### src/rtl/sdram_port_arbiter.sv
// Purpose: two-master round-robin arbiter in front of the single sys_sdram valid/ready port.
// Latency: request sampled in IDLE -> m_valid next cycle; m_ready at K -> pX_ready/pX_rdata at K+1; 3 cycles minimum per transaction.
// Backpressure: a master waits (valid held) until its one-cycle ready pulse; m_valid and m_* are held until m_ready.
//
// Ports:
//   clk, rst_n                       clock, asynchronous active-low reset
//   pN_valid/addr/wdata/wstrb        master N request (wstrb all-zero = read)
//   pN_ready/rdata                   master N completion pulse and read data
//   m_valid/addr/wdata/wstrb         registered request toward the controller
//   m_ready/rdata                    controller completion and read data
//   grant, busy                      current owner, FSM not idle
module sdram_port_arbiter #(
  parameter int ADDR_W = 32,
  parameter int DATA_W = 32
) (
  input  logic                clk,
  input  logic                rst_n,

  input  logic                p0_valid,
  output logic                p0_ready,
  input  logic [ADDR_W-1:0]   p0_addr,
  input  logic [DATA_W-1:0]   p0_wdata,
  input  logic [DATA_W/8-1:0] p0_wstrb,
  output logic [DATA_W-1:0]   p0_rdata,

  input  logic                p1_valid,
  output logic                p1_ready,
  input  logic [ADDR_W-1:0]   p1_addr,
  input  logic [DATA_W-1:0]   p1_wdata,
  input  logic [DATA_W/8-1:0] p1_wstrb,
  output logic [DATA_W-1:0]   p1_rdata,

  output logic                m_valid,
  input  logic                m_ready,
  output logic [ADDR_W-1:0]   m_addr,
  output logic [DATA_W-1:0]   m_wdata,
  output logic [DATA_W/8-1:0] m_wstrb,
  input  logic [DATA_W-1:0]   m_rdata,

  output logic                grant,
  output logic                busy
);

  typedef enum logic [1:0] {
    IDLE = 2'd0,
    REQ  = 2'd1,
    RESP = 2'd2
  } state_t;

  state_t state;
  logic   last_grant;
  logic   pick;

  // With both requesting, the port that did not win last time goes next;
  // with only one requesting, that one wins.
  always_comb begin
    pick = 1'b0;
    if (p0_valid && p1_valid) begin
      pick = ~last_grant;
    end else begin
      pick = p1_valid;
    end
  end

  always_ff @(posedge clk or negedge rst_n) begin
    if (!rst_n) begin
      state      <= IDLE;
      last_grant <= 1'b1;
      grant      <= 1'b0;
      busy       <= 1'b0;
      m_valid    <= 1'b0;
      m_addr     <= '0;
      m_wdata    <= '0;
      m_wstrb    <= '0;
      p0_ready   <= 1'b0;
      p1_ready   <= 1'b0;
      p0_rdata   <= '0;
      p1_rdata   <= '0;
    end else begin
      // Ready is a single-cycle pulse; only the REQ->RESP transition raises it.
      p0_ready <= 1'b0;
      p1_ready <= 1'b0;
      case (state)
        IDLE: begin
          // Requester fields are sampled only here, so a master updating its
          // fields on its ready edge can never cause a stale re-issue.
          if (p0_valid || p1_valid) begin
            grant      <= pick;
            last_grant <= pick;
            m_addr     <= pick ? p1_addr  : p0_addr;
            m_wdata    <= pick ? p1_wdata : p0_wdata;
            m_wstrb    <= pick ? p1_wstrb : p0_wstrb;
            m_valid    <= 1'b1;
            busy       <= 1'b1;
            state      <= REQ;
          end
        end
        REQ: begin
          // Dropping pX_valid here does not abort; the transaction completes.
          if (m_ready) begin
            m_valid <= 1'b0;
            if (grant) begin
              p1_rdata <= m_rdata;
              p1_ready <= 1'b1;
            end else begin
              p0_rdata <= m_rdata;
              p0_ready <= 1'b1;
            end
            state <= RESP;
          end
        end
        RESP: begin
          busy  <= 1'b0;
          state <= IDLE;
        end
        default: begin
          m_valid <= 1'b0;
          busy    <= 1'b0;
          state   <= IDLE;
        end
      endcase
    end
  end

endmodule

### config.mk
export PLATFORM = sky130hd
export DESIGN_NAME = sdram_port_arbiter
export DESIGN_NICKNAME = d
export VERILOG_FILES = /design/src/rtl/sdram_port_arbiter.sv
export SDC_FILE = /design/constraint.sdc
export NUM_CORES = 1
export LEC_CHECK = 0
export ABC_AREA = 1
export CORE_MARGIN = 2
export CORE_UTILIZATION = 46
export CTS_BUF_LIST = sky130_fd_sc_hd__clkbuf_8
export DETAILED_ROUTE_END_ITERATION = 16
export MAX_ROUTING_LAYER = met4
export PLACE_DENSITY = 0.95
export RECOVER_POWER = 25
export SYNTH_ARGS = -nofsm -noshare
export SYNTH_HDL_FRONTEND = slang
export SYNTH_SLANG_ARGS = --single-unit
### constraint.sdc
create_clock -name clk -period 2.7 [get_ports clk]
set_input_delay 0.27 -clock clk [delete_from_list [all_inputs] [get_ports clk]]
set_output_delay 0.27 -clock clk [all_outputs]
set_load 0.01 [all_outputs]
==> metrics.md, run 1 <==
| Metric | Value |
|---|---|
| Worst VDD drop | `about 1.4 mV` |
| Die footprint | `15100 um^2` |
| Worst hold endpoint | `p1_rdata[23]` |
| Status | `finished with violations` |
| Largest net degree at the start of global routing | `74` |
| Crit path from | `state[0]` |
| Failing checks | `capacitance limit, slew limit` |
| Pint | `about 0.0064 W` |
| Share of cells above drive strength 1 | `under 10%` |
| Number of buffers created by CTS | `17` |
| Warnings from Yosys | `0` |
| Leak | `roughly 5.3 nW` |
| Switching part of the total | `around 38%` |
| Final setup vio count | `0` |
| Hold depth | `3` |
| Rel. slew slack | `-7.57%` |
| Final worst slack | `0.725 ns` |
| Cts hold-fix bufs | `1` |
| Post-Syn Area per Cell | `roughly 7.6 um^2` |
| Area leader, netlist | `dfrtp_1` |
| CP required | `about 3.0 ns` |
| Clk sinks | `140` |
| Sequential power share | `36.0%` |
| DR iter-0 viols | `460` |
| Final Instance Area | `between 10000 and 15000 um^2` |
| GRT Total Usage | `~28%` |
| CTS root buf | `clkbuf_8` |
| DP Wirelength | `roughly 15000 um` |
| R2R cell count | `6` |
| Initial antenna violation count | `0` |
| Post-detailed-route wirelength per cell | `about 16 um` |
| Clock Skew | `0.0112 ns` |
| Buffers added on ports | `slightly above 300` |
| Clk pwr share | `between 10% and 20%` |
| Most frequent cells after synthesis | `nand2_1 (276), inv_1 (175), dfrtp_1 (139)` |
| Post-DP Area | `9700 um^2` |
| Max_cap viols | `1` |
| Worst reg2reg path endpoint | `p0_rdata[20]` |
| DRT Pass-1 Iters | `5` |
| Routed Antenna Nets | `0` |
| Die width | `123 um` |
| Count of unique library cells instantiated by Yosys | `18` |
| Main area contributors after synthesis | `dfrtp_1 (53%), nand2_1 (16%), nand3_1 (11%), inv_1 (10%), o21ai_0 (5.1%)` |
| Layout area overhead | `55.1%` |
| Nets | `1316` |
| Worst setup SP type | `flip-flop` |
| Initial Util | `approximately 47%` |
| Post-synth ARST share | `100%` |
| Fmax | `~0.5 GHz` |
| GR Overflow Total | `0` |
| Setup crit end kind | `flip-flop` |
| Final GP Congestion | `roughly 0.85` |
| CTS clock-pin slew for the worst setup and hold paths | `0.09 ns` |
| Via-to-Cell Ratio | `around 5` |
| PwrDens | `1020 nW/um^2` |
| Switch Pwr | `a little under 0.004 W` |
| Seq/Total Area, Yosys | `a little over half` |
| Cts repair resizes | `0` |
| Logic pwr share | `between 40% and 50%` |
| Hold Path Origin | `m_rdata[23]` |
| Number of synthesized flops with an enable pin | `0` |
| Data arrival, critical path | `about 2.3 ns` |
| Die height | `about 120 um` |
| Crit Path Max Fanout | `34` |
| First-pass GRT wire length | `between 30000 and 40000 um` |
| WHS | `a little over 0.4 ns` |
| WS Path Type | `reg2reg` |
| Actual slew at the worst max-slew pin | `about 1.6 ns` |
| Net count after synthesis | `~1000` |
| Period utilisation layout | `73.1%` |
| Core Box Area | `approximately 14000 um^2` |
| Fillers | `between 900 and 1000` |
| RR Startpoint | `state[0]` |
| H-tree levels | `4` |
| Setup TNS | `0 ns` |
| IO Pins | `310` |
| DRC viols | `0` |
| Row cnt | `43` |
| Top-area cell type share of the netlist area | `a little over half` |
| R2R setup slack | `0.73 ns` |
| Hold Crit Class | `in2reg` |
| Post-synth top flop | `dfrtp_1` |
| Total Wirelength | `around 21000 um` |
| Clk buf depth | `2` |
| Yosys reg bits | `between 100 and 150` |
| Post-CTS Setup Bufs | `0` |
| Clock Latency Late Sink | `0.44 ns` |
| CTS tree | `done` |
| Syn Std Cell Area | `roughly 6500 um^2` |
| Vias | `approximately 6700` |
| RSZ-0062 raised after global routing | `no` |
| Vias in the first global route | `roughly 6500` |
| Top-count cell post-synth | `nand2_1` |
| Tmin final | `1.97 ns` |
| Pins Over Slew Limit | `63` |
| Final Hold Fails | `0` |
| Pwr Total | `between 0.01 and 0.015 W` |
| Place WS | `about 0.69 ns` |
| Antenna cells | `0` |
| Syn Inst Count | `roughly 850` |
## per-stage QoR
stage          std cells  utilization [%]
5_1_grt             1336             73.0
6_report            1336             73.0
3_3_place_gp        1303             70.1
2_1_floorplan        854                -
4_1_cts             1336             73.1
3_5_place_dp        1303             70.1
## cell usage in the layout (no fill, tap or decap), types with 2 or more instances in the layout
master,Yosys,routed
buf_12,0,3
buf_4,2,7
bufinv_16,0,2
clkbuf_8,0,17
clkdlybuf4s50_1,0,307
clkinvlp_4,0,3
dfrtp_1,139,139
inv_1,175,176
inv_6,0,6
nand2_1,276,276
nand2_2,2,2
nand3_1,137,137
nor2_1,3,3
o21ai_0,66,66
## worst max path at each step
stage	endpoint	slack (ns)	cells past startpoint
after detailed placement	m_wdata[13]	0.69	6
after floorplan	m_addr[22]	1.43	7
final	p0_rdata[20]	0.73	6
after CTS	grant	0.97	1
after global placement	state[0]	0.78	6
after global routing	last_grant	0.45	3
## logic make-up after synthesis
group	synth area share, %
DFF	53.8
buffers and inverters	13.9
AOI/OAI and AO/OA	5.15
and+or+nand+nor	27.2
## per-layer routing
metal / global-route usage [%] / share of wire (%) / up-vias / wire length, um
li1: - / - / 3147 / -
met4: 11.8 / 3.5 / 0 / 720
met1: 32.8 / 38 / 3110 / 7860
met3: 8.07 / 9.8 / 60 / 2050
met2: 46.4 / 49 / 355 / 10200
met5: - / 0 / - / 0
## state kept, by name, summed over array words and instances (netlist names), 2 cells and up
| signal | flops |
|---|---|
| m_addr | 32 |
| m_wdata | 32 |
| m_wstrb | 4 |
| p0_rdata | 32 |
| p1_rdata | 32 |
| state | 2 |
## worst max-delay path, cell delays in order (launching register included)
cell and delay (ns):
dfrtp_1 0.39, inv_1 0.09, nor2_1 0.06, nand2_1 0.65
buf_4 0.44, nand2_1 0.11, o21ai_0 0.13
## power by group through the flow
stage | registers (W) | logic, W | clock network [W]
6_report | 0.00370 | 0.00485 | 0.00173
5_1_grt | 0.00379 | 0.00531 | 0.00184
4_1_cts | 0.00369 | 0.00490 | 0.00175
3_5_place_dp | 0.00368 | 0.00487 | 0
3_3_place_gp | 0.00366 | 0.00468 | 0
2_1_floorplan | 0.00409 | 0.00163 | 0
## layout make-up
type / count / area [um^2] / share of cell area, %
clock buffer: 17 / 234 / 2.32
clock inverter: 15 / 164 / 1.62
inverter: 176 / 661 / 6.54
multi-input combinational: 488 / 2100 / 20.8
sequential: 140 / 3500 / 34.7
tap: 180 / 225 / 2.23
timing repair buffer: 320 / 3210 / 31.7
No activity file was read; power rests on OpenSTA's default activity.
==> inputs of run 2 (changes only) <==
--- a/config.mk
+++ b/config.mk
@@ -7,11 +7,11 @@
 export LEC_CHECK = 0
 export ABC_AREA = 1
 export CORE_MARGIN = 2
-export CORE_UTILIZATION = 46
+export CORE_UTILIZATION = 38
 export CTS_BUF_LIST = sky130_fd_sc_hd__clkbuf_8
 export DETAILED_ROUTE_END_ITERATION = 16
 export MAX_ROUTING_LAYER = met4
-export PLACE_DENSITY = 0.95
+export PLACE_DENSITY = 0.89
 export RECOVER_POWER = 25
 export SYNTH_ARGS = -nofsm -noshare
 export SYNTH_HDL_FRONTEND = slang
==> constraint.sdc (replaced) <==
create_clock -name clk -period 1.8 [get_ports clk]
set_input_delay 0.18 -clock clk [delete_from_list [all_inputs] [get_ports clk]]
set_output_delay 0.18 -clock clk [all_outputs]
set_load 0.01 [all_outputs]
==> metrics.md, run 2 (synthesis gave the netlist of run 1 again) <==
| Metric | Value |
|---|---|
| Status | `complete, no violations` |
| Row cnt | `47` |
| Rel. slew slack | `a little under half` |
| Routed Antenna Nets | `0` |
| CTS tree | `done` |
| Initial antenna violation count | `0` |
| First-pass GRT wire length | `about 32000 um` |
| Actual slew at the worst max-slew pin | `roughly 0.81 ns` |
| Worst path top cell family by delay | `buffers and inverters` |
| Clock Skew | `0.0140 ns` |
| Die height | `around 130 um` |
| CTS clock-pin slew for the worst setup and hold paths | `0.08 ns` |
| Die width | `around 130 um` |
| Max_cap viols | `0` |
| CP required | `around 1.6 ns` |
| Cells along the critical path | `clkdlybuf4s50_1` |
| Worst setup SP type | `flip-flop` |
| Die footprint | `about 18000 um^2` |
| Place WS | `~0.24 ns` |
| Period utilisation layout | `between 90% and 100%` |
| Most frequent cells in the layout | `clkdlybuf4s50_1 (307), nand2_1 (275), inv_1 (176)` |
| CP peak stage delay | `about 0.62 ns` |
| Largest net degree at the start of global routing | `66` |
| Clk buf depth | `2` |
| Post-CTS Setup Bufs | `0` |
| H-tree levels | `4` |
| Critical path depth in cells | `1` |
| IO Pins | `310` |
| Initial Util | `between 30% and 40%` |
| Tmin final | `approximately 1.7 ns` |
| Hold Crit Class | `in2reg` |
| DRT Pass-1 Iters | `6` |
| Clock Latency Late Sink | `~0.43 ns` |
| CP bufs+invs | `1` |
| Final GP Congestion | `around 0.8` |
| Worst VDD drop | `between 0.9 and 1 mV` |
| Vias in the first global route | `about 6500` |
| Final setup vio count | `0` |
| Vias | `about 6600` |
| Leak | `between 5 and 6 nW` |
| Final Hold Fails | `0` |
| PwrDens | `approximately 1500 nW/um^2` |
| Buffers added on ports | `around 300` |
| Setup TNS | `0 ns` |
| Final worst slack | `0.134 ns` |
| Pins Over Slew Limit | `0` |
| Via-to-Cell Ratio | `4.78` |
| R2R cell count | `7` |
| Core Box Area | `approximately 17000 um^2` |
| Cts repair resizes | `0` |
| Crit Path Max Fanout | `4` |
| Setup crit end kind | `output port` |
| Clk sinks | `between 100 and 150` |
| Share of cells above drive strength 1 | `approximately 4.7%` |
| RSZ-0062 raised after global routing | `no` |
| DR iter-0 viols | `between 300 and 400` |
| Cts hold-fix bufs | `1` |
| GR Overflow Total | `0` |
| CTS root buf | `clkbuf_8` |
| Most common cell after layout, fill and taps aside | `clkdlybuf4s50_1` |
| GRT Total Usage | `a little under a quarter` |
| Antenna cells | `0` |
| Number of buffers created by CTS | `17` |
| DP Wirelength | `14700 um` |
| WS Path Type | `reg2out` |
| DRC viols | `0` |
| Post-detailed-route wirelength per cell | `approximately 15 um` |
| Hold depth | `3` |
| Slowest-stage cell, CP | `clkdlybuf4s50_1` |
| Total Wirelength | `a little over 20000 um` |
| Fmax | `~0.6 GHz` |
| Nets | `~1300` |
| Layout area overhead | `57.4%` |
| Data arrival, critical path | `1.49 ns` |
==> run 2: cell type report <==
type                       count  area (um^2)
clock buffer                  17          234
clock inverter                15          130
fill                        1381         6390
inverter                     176          661
multi-input combinational    488         2110
sequential                   140         3500
tap                          220          275
timing repair buffer         325         3340
==> run 2: power breakdown <==
group	leakage (nW)	internal, W	switching, W
registers	1.73	0.00465	0.000882
logic	3.42	0.00388	0.00355
clock network	0.173	0.000994	0.00136
total	5.32	0.00952	0.00579
==> run 2: path summary, 6_finish.rpt <==
check                           start  slack [ns]           to
min in group asynchronous       rst_n        0.38   m_wdata[2]
hold / removal               p1_valid        0.11   last_grant
setup reg to reg             state[1]        0.37   m_addr[19]
hold reg to reg            m_addr[29]        0.48   m_addr[29]
max in group asynchronous       rst_n        0.29  p1_rdata[6]
setup / recovery                grant        0.13        grant
==> run 2: metal layers <==
metal	share of wire [%]	routed length (um)	global-route usage, %	up-vias
li1	-	-	-	3159
met1	38	7730	26.9	3043
met2	48	9690	37.2	339
met3	10	2040	7.02	54
met4	3.3	673	9.65	0
met5	0	0	-	-
==> run 2: worst reg2reg max path: stages, from the launching register on <==
cell,delay [ns]
dfrtp_1,0.38
inv_1,0.11
nand2_1,0.18
nor2_4,0.22
inv_2,0.10
buf_12,0.18
nand2_1,0.10
nand2_1,0.07
==> run 2: stage by stage <==
stage / instance area [um^2] / hold slack [ns] / power (W) / cells / utilization, %
6_report: 10300 / 0.112 / 0.0153 / 1381 / 61.6
5_1_grt: 10300 / 0.0947 / 0.0164 / 1381 / 61.6
4_1_cts: 10300 / 0.0706 / 0.0155 / 1381 / 61.7
3_5_place_dp: 9890 / 0.0814 / 0.0130 / 1348 / 59.4
3_3_place_gp: 9890 / 0.0778 / 0.0128 / 1348 / 59.4
2_1_floorplan: 6510 / -0.116 / 0.00859 / 854 / -
==> inputs of run 3 (changes only) <==
--- a/config.mk
+++ b/config.mk
@@ -6,6 +6,7 @@
 export NUM_CORES = 1
 export LEC_CHECK = 0
 export ABC_AREA = 1
+export ABC_CLOCK_PERIOD_IN_PS = 1800
 export CORE_MARGIN = 2
 export CORE_UTILIZATION = 38
 export CTS_BUF_LIST = sky130_fd_sc_hd__clkbuf_8
@@ -13,6 +14,7 @@
 export MAX_ROUTING_LAYER = met4
 export PLACE_DENSITY = 0.89
 export RECOVER_POWER = 25
+export SKIP_CTS_REPAIR_TIMING = 1
 export SYNTH_ARGS = -nofsm -noshare
 export SYNTH_HDL_FRONTEND = slang
 export SYNTH_SLANG_ARGS = --single-unit
==> results of run 3 <==
The final DEF is identical to that of run 2; final timing and power are the same.
Main changes from that run: via count of the first global-routing pass 6482 -> 6476; met2 usage 37.2% -> 37.1%
